### src/rtl/checker_hm_arbiter_pkg.sv
// Shared definitions for the host-memory read arbiter: bus widths and FSM state encoding.
package checker_hm_arbiter_pkg;

  localparam int HM_ADDR_W = 64;
  localparam int HM_OFF_W  = 12;
  localparam int HM_DATA_W = 64;

  typedef enum logic [1:0] {
    ST_IDLE  = 2'd0,
    ST_ISSUE = 2'd1,
    ST_WAIT  = 2'd2,
    ST_RESP  = 2'd3
  } hm_state_e;

endpackage

### src/rtl/checker_hm_arbiter_rr_pick.sv
// Combinational round-robin pick: first requester after i_last (wrapping) wins, one-hot out.
module checker_rr_pick
  import checker_hm_arbiter_pkg::*;
#(
  parameter int N_REQ = 3,
  parameter int IDX_W = $clog2(N_REQ)
) (
  input  logic [N_REQ-1:0] i_req,
  input  logic [IDX_W-1:0] i_last,
  output logic [N_REQ-1:0] o_win
);

  localparam logic [N_REQ-1:0] ONE = N_REQ'(1);

  // Walk from farthest to nearest so the nearest requester after i_last overwrites the rest.
  always_comb begin
    o_win = '0;
    for (int k = N_REQ; k >= 1; k--) begin
      if (|(i_req & (ONE << ((int'(i_last) + k) % N_REQ))))
        o_win = ONE << ((int'(i_last) + k) % N_REQ);
    end
  end

endmodule

### src/rtl/checker_hm_arbiter.sv
// Round-robin arbiter sharing one host-memory read engine among N_REQ requesters.
// Define CHECKER_HM_ARB_WATCHDOG_EN to build the WAIT-state watchdog (TIMEOUT cycles).
module checker_hm_arbiter
  import checker_hm_arbiter_pkg::*;
#(
  parameter int N_REQ   = 3,
  parameter int TIMEOUT = 1024
) (
  input  logic                      sys_clk,
  input  logic                      sys_rst_n,
  input  logic [N_REQ-1:0]          req_valid,
  input  logic [N_REQ*HM_ADDR_W-1:0] req_page,
  input  logic [N_REQ*HM_OFF_W-1:0] req_offset,
  output logic [N_REQ-1:0]          req_ack,
  output logic [N_REQ-1:0]          rsp_valid,
  output logic [HM_DATA_W-1:0]      rsp_data,
  output logic                      rsp_error,
  output logic [HM_ADDR_W-1:0]      hm_page_addr,
  output logic [HM_OFF_W-1:0]       hm_page_offset,
  output logic                      hm_start,
  input  logic                      hm_end,
  input  logic [HM_DATA_W-1:0]      hm_data,
  input  logic                      hm_error,
  input  logic                      hm_timeout,
  output logic [N_REQ-1:0]          grant,
  output logic                      busy,
  output logic [15:0]               stat_err_cnt
);

  localparam int IDX_W = $clog2(N_REQ);

  if (N_REQ < 2 || N_REQ > 8 || TIMEOUT < 4 || TIMEOUT > 65535) begin : g_bad_cfg
    $error("checker_hm_arbiter: parameter out of range");
  end

  hm_state_e              r_state, w_next;
  logic [N_REQ-1:0]       r_grant;
  logic [IDX_W-1:0]       r_last;
  logic [HM_ADDR_W-1:0]   r_page;
  logic [HM_OFF_W-1:0]    r_off;
  logic [HM_DATA_W-1:0]   r_rsp_data;
  logic                   r_rsp_error;
  logic [15:0]            r_err_cnt;

  logic [N_REQ-1:0]       w_win;
  logic [IDX_W-1:0]       w_win_idx;
  logic [HM_ADDR_W-1:0]   w_sel_page;
  logic [HM_OFF_W-1:0]    w_sel_off;
  logic                   w_wd_hit;

  checker_rr_pick #(.N_REQ(N_REQ), .IDX_W(IDX_W)) u_pick (
    .i_req  (req_valid),
    .i_last (r_last),
    .o_win  (w_win)
  );

  always_comb begin
    w_sel_page = '0;
    w_sel_off  = '0;
    w_win_idx  = '0;
    for (int i = 0; i < N_REQ; i++) begin
      if (w_win[i]) begin
        w_sel_page = req_page[i*HM_ADDR_W +: HM_ADDR_W];
        w_sel_off  = req_offset[i*HM_OFF_W +: HM_OFF_W];
        w_win_idx  = IDX_W'(i);
      end
    end
  end

`ifdef CHECKER_HM_ARB_WATCHDOG_EN
  logic [15:0] r_wd;

  always_ff @(posedge sys_clk or negedge sys_rst_n) begin
    if (!sys_rst_n)                r_wd <= '0;
    else if (r_state == ST_ISSUE)  r_wd <= '0;
    else if (r_state == ST_WAIT)   r_wd <= r_wd + 16'd1;
  end

  assign w_wd_hit = (r_state == ST_WAIT) && (r_wd == 16'(TIMEOUT - 1));
`else
  assign w_wd_hit = 1'b0;
`endif

  always_comb begin
    w_next = r_state;
    case (r_state)
      ST_IDLE:  if (|req_valid) w_next = ST_ISSUE;
      ST_ISSUE: w_next = ST_WAIT;
      ST_WAIT:  if (hm_end || w_wd_hit) w_next = ST_RESP;
      ST_RESP:  w_next = ST_IDLE;
      default:  w_next = ST_IDLE;
    endcase
  end

  always_ff @(posedge sys_clk or negedge sys_rst_n) begin
    if (!sys_rst_n) begin
      r_state     <= ST_IDLE;
      r_grant     <= '0;
      r_last      <= IDX_W'(N_REQ - 1);
      r_page      <= '0;
      r_off       <= '0;
      r_rsp_data  <= '0;
      r_rsp_error <= 1'b0;
      r_err_cnt   <= '0;
    end else begin
      r_state <= w_next;
      case (r_state)
        ST_IDLE: if (|req_valid) begin
          r_grant <= w_win;
          r_last  <= w_win_idx;
          r_page  <= w_sel_page;
          r_off   <= w_sel_off;
        end
        // A real completion wins over a watchdog expiry in the same cycle.
        ST_WAIT: if (hm_end) begin
          r_rsp_data  <= hm_data;
          r_rsp_error <= hm_error | hm_timeout;
        end else if (w_wd_hit) begin
          r_rsp_data  <= '0;
          r_rsp_error <= 1'b1;
        end
        ST_RESP: begin
          r_grant <= '0;
          if (r_rsp_error && (r_err_cnt != 16'hFFFF)) r_err_cnt <= r_err_cnt + 16'd1;
        end
        default: ;
      endcase
    end
  end

  assign req_ack        = (r_state == ST_ISSUE) ? r_grant : '0;
  assign rsp_valid      = (r_state == ST_RESP)  ? r_grant : '0;
  assign hm_start       = (r_state == ST_ISSUE) || (r_state == ST_WAIT);
  assign busy           = (r_state != ST_IDLE);
  assign grant          = r_grant;
  assign rsp_data       = r_rsp_data;
  assign rsp_error      = r_rsp_error;
  assign hm_page_addr   = r_page;
  assign hm_page_offset = r_off;
  assign stat_err_cnt   = r_err_cnt;

endmodule

### config.mk
export PLATFORM = sky130hd
export DESIGN_NAME = checker_hm_arbiter
export DESIGN_NICKNAME = d
export VERILOG_FILES = /design/src/rtl/checker_hm_arbiter_pkg.sv /design/src/rtl/checker_hm_arbiter_rr_pick.sv /design/src/rtl/checker_hm_arbiter.sv
export SDC_FILE = /design/constraint.sdc
export NUM_CORES = 1
export LEC_CHECK = 0
export BUFFER_PORTS_ARGS = -buffer_cell sky130_fd_sc_hd__buf_2
export CAP_MARGIN = 40
export CELL_PAD_IN_SITES_DETAIL_PLACEMENT = 0
export CELL_PAD_IN_SITES_GLOBAL_PLACEMENT = 2
export CORE_AREA = 2 2 180 182
export DETAILED_ROUTE_END_ITERATION = 7
export DIE_AREA = 0 0 182 184
export GPL_TIMING_DRIVEN = 0
export PLACE_DENSITY = 0.85
export SLEW_MARGIN = 5
export SYNTH_ARGS = -nofsm -noshare
export SYNTH_HDL_FRONTEND = slang
export SYNTH_SLANG_ARGS = --single-unit
### constraint.sdc
create_clock -name sys_clk -period 4.25 [get_ports sys_clk]
set_input_delay 0 -clock sys_clk [delete_from_list [all_inputs] [get_ports sys_clk]]
set_output_delay 0 -clock sys_clk [all_outputs]
set_load 0.005 [all_outputs]
==> impl_metrics.py <==
metrics = {
    "drt": {
        "dr.first_iter.drc_count": 348,
        "wl_microns": 32400,
        "via_count": 8484,
        "routedWlPerCell_microns": 17.7,
        "route.detailed.drc": 0,
        "ant_nets": 0,
        "avgViaCountPerCell": 4.63,
        "drtPass1Iterations": 4,
    },
    "timing": {
        "maxSlewViolCount": 0,
        "fin_setup_tns_ps": 0,
        "max_clock_freq_ghz": 0.290,
        "fin_crit_ps": 3440,
        "finalCritPeriodShare": 0.810,
        "worst_slew_pin_slew_ps": 732,
        "clock-skew-final_ps": 8.19,
        "setup_viol": 0,
        "rsz0062_at_grt": "false",
        "relSlewSlack": 0.512,
        "hold_viol": 0,
    },
    "critical_path": {
        "rr_worst_depth": 11,
        "crit_chain": "inv_1 > ha_1 > clkbuf_1 > and2_1 > o21ai_1 > and2_2 > buf_4 > clkbuf_1 > o21ai_0 > a221o_1 > dlygate4sd3_1",
        "critPathKind": "register to register",
        "startpoint_type": "register",
        "crit_path_end_kind": "register",
        "r2r-start": "r_last[1]$_DFFE_PN1P_",
        "cp.depth": 11,
        "r2r_slack_ps": 810,
        "crit_path_frequent_cell": "clkbuf_1",
        "cpPeakStageDelay_ps": 550,
        "worstPathRequired_ps": 4570,
        "timing.rr.end": "hm_page_addr[59]$_DFFE_PN0P_",
        "cp_max_fo": 10,
        "crit_slowest_cell": "dlygate4sd3_1",
        "critPathBufInv": 5,
        "critPathLaunch": "r_last[1]$_DFFE_PN1P_",
        "critPathTopFamily": "buffers and inverters",
        "arrival_ps": 3760,
    },
    "floorplanning": {
        "die_y_microns": 184,
        "start_util": 0.244,
        "die_x_microns": 182,
        "num_rows": 65,
        "ioPinCount": 468,
        "dieArea_sq_um": 33500,
        "core_sq_um": 31400,
    },
    "job": {
        "maxCapViolations": 0,
    },
    "placed_design": {
        "hpwl_microns": 23400,
        "io_buffers": 466,
        "placed_cells": 1581,
        "gp_congestion": 0.802,
    },
    "grt": {
        "grt_pass1_vias": 8967,
        "grt_overflow_total": 0,
        "antenna_found_initial": 2,
        "grt_use_total": 0.192,
        "grt_max_degree": 95,
        "grt_pass1_wl_microns": 49400,
    },
    "yosys": {
        "synth_nets": 1020,
        "syn_avg_cell_area_sq_um": 10.7,
        "ys_types": 51,
        "yosysSeqAreaShare": 0.536,
        "synth_area_sq_um": 7650,
        "synth_warnings": 0,
        "synth-seq-cells": 164,
        "syn-instance-count": 712,
        "synthFlopType": "dfrtp_1",
        "synthArstFlopShare": 1.00,
        "synth-edff-count": 0,
    },
    "clock_tree": {
        "cts-buffers-inserted": 17,
        "cts_setup_buffers": 0,
        "clk_latency_ps": 440,
        "clockBufferDepth": 2,
        "cts-root-buf": "clkbuf_16",
        "cts_hold_buf": 219,
        "cts_resized": 0,
        "path_clk_slew_ps": 70,
        "h-tree-depth": 4,
        "cts_tree": "yes",
        "cts.sinks": 164,
    },
    "power": {
        "p_leak_uw": 0.00663,
        "ir_drop_mv": 0.270,
        "p_total_uw": 8590,
        "p_per_area_nw_per_um2": 648,
    },
    "final_layout": {
        "drive_above_1_share": 0.415,
        "area_growth_pct": 73.3,
        "utilization": 0.422,
        "final_nets": 1725,
        "fill_cells": 3091,
        "regArea_sq_um": 4110,
        "finalNonFillerCells": 1834,
        "multi_input_area_sq_um": 3250,
    },
    "run_status": {
        "status": "finished, final reports clean",
    },
    "min_path": {
        "worstHoldPathType": "input pin to register",
        "hp-start": "hm_end",
        "min_path_cells": 5,
        "min_to": "r_state[0]$_DFFE_PN0P_",
    },
}
[registers in the layout, summed over array words and instances (netlist names)]
name / count
hm_page_offset: 12
hm_page_addr: 64
grant: 3
r_last: 2
rsp_data: 64
r_state: 2
stat_err_cnt: 16
rsp_error: 1
[through the flow]
step	hold slack (ps)	cell area (sq um)	setup WS (ps)
6_report	53.1	13300	806
5_1_grt	80.9	13300	582
3_3_place_gp	229	10500	400
4_1_cts	13.6	13300	739
3_5_place_dp	13.4	10500	1320
2_1_floorplan	-296	7650	2050
[how the worst max path moves through the flow]
| stage | end | slack, ps |
|---|---|---|
| floorplan | hm_page_addr[32]$_DFFE_PN0P_ | 2050 |
| global placement | hm_page_addr[36]$_DFFE_PN0P_ | 400 |
| detailed placement | hm_page_addr[59]$_DFFE_PN0P_ | 1320 |
| CTS | hm_page_addr[59]$_DFFE_PN0P_ | 740 |
| global route | hm_page_offset[1]$_DFFE_PN0P_ | 580 |
| finish | hm_page_addr[59]$_DFFE_PN0P_ | 810 |
[final cells by class]
class / count / area share
plain buffers: 55 / 0.0206
multi-input cells: 486 / 0.245
clock buffers: 19 / 0.0327
clock inverters: 13 / 0.00774
repair buffers: 686 / 0.344
inverters: 7 / 0.00198
diodes: 2 / 0.000378
well taps: 402 / 0.0379
flip-flops and latches: 164 / 0.310
[worst reg2reg max path, cell delays in order (launching register included)]
cell	delay [ps]
dfstp_2	530
inv_1	50
ha_1	160
clkbuf_1	190
and2_1	200
o21ai_1	160
and2_2	250
buf_4	280
clkbuf_1	460
o21ai_0	210
a221o_1	280
dlygate4sd3_1	550
[cell usage after synthesis (5+ instances only)]
| cell type | instances | share of area |
|---|---|---|
| nand2_1 | 167 | 0.082 |
| dfrtp_1 | 163 | 0.53 |
| o21ai_0 | 79 | 0.052 |
| a221o_1 | 76 | 0.099 |
| mux2_2 | 66 | 0.097 |
| clkbuf_1 | 30 | 0.015 |
| buf_2 | 16 | 0.010 |
| nor2_1 | 12 | 0.0059 |
| a21oi_1 | 8 | 0.0052 |
| ha_1 | 8 | 0.013 |
| xnor2_1 | 8 | 0.0092 |
| and2_1 | 7 | 0.0057 |
| inv_1 | 7 | 0.0034 |
| buf_6 | 5 | 0.0074 |
| nand3_1 | 5 | 0.0033 |
[kinds of logic (layout without fill, tap and decap cells)]
| kind of cell | Yosys count | count (layout) | share of synthesized area |
|---|---|---|---|
| AO/OA/AOI/OAI | 183 | 183 | 0.178 |
| AND/OR/NAND/NOR | 216 | 216 | 0.121 |
| XOR/XNOR | 12 | 12 | 0.0137 |
| other | 0 | 2 | 0 |
| adder cells (fa/ha/maj) | 8 | 8 | 0.0131 |
| multiplexers | 67 | 67 | 0.0986 |
| buffers and inverters | 62 | 780 | 0.0391 |
| flip-flops | 164 | 164 | 0.536 |
[where the power goes]
part           leakage, uW  switching (uW)  internal [uW]
Clock             0.000254             699            756
Combinational      0.00434            2060           2420
Sequential         0.00204             396           2260
[metal layers]
layer / part of all wire / GRT usage / up-vias
met2: 0.51 / 0.342 / 375
met4: 0.029 / 0.0806 / 0
met5: 0 / 0 / -
li1: - / - / 3990
met1: 0.39 / 0.215 / 4069
met3: 0.074 / 0.0535 / 50
[layout by cell type (no fill, tap or decap), drive strengths merged, types with 2 or more instances in the layout]
| cell type | count |
|---|---|
| buf | 491 |
| dlygate4sd3 | 219 |
| nand2 | 167 |
| dfrtp | 163 |
| o21ai | 80 |
| a221o | 76 |
| mux2 | 67 |
| clkbuf | 50 |
| nor2 | 13 |
| inv | 11 |
| xnor2 | 8 |
| a21oi | 8 |
| ha | 8 |
| and2 | 8 |
| nand3 | 5 |
| clkinv | 5 |
| and4 | 4 |
| nand4 | 4 |
| xor2 | 4 |
| clkinvlp | 4 |
| nor3 | 4 |
| o211ai | 3 |
| diode | 2 |
| a21boi | 2 |
| nor3b | 2 |
| o211a | 2 |
| nand2b | 2 |
| nand3b | 2 |
| and3 | 2 |
| o31ai | 2 |
(Power assumes the default switching activity.)
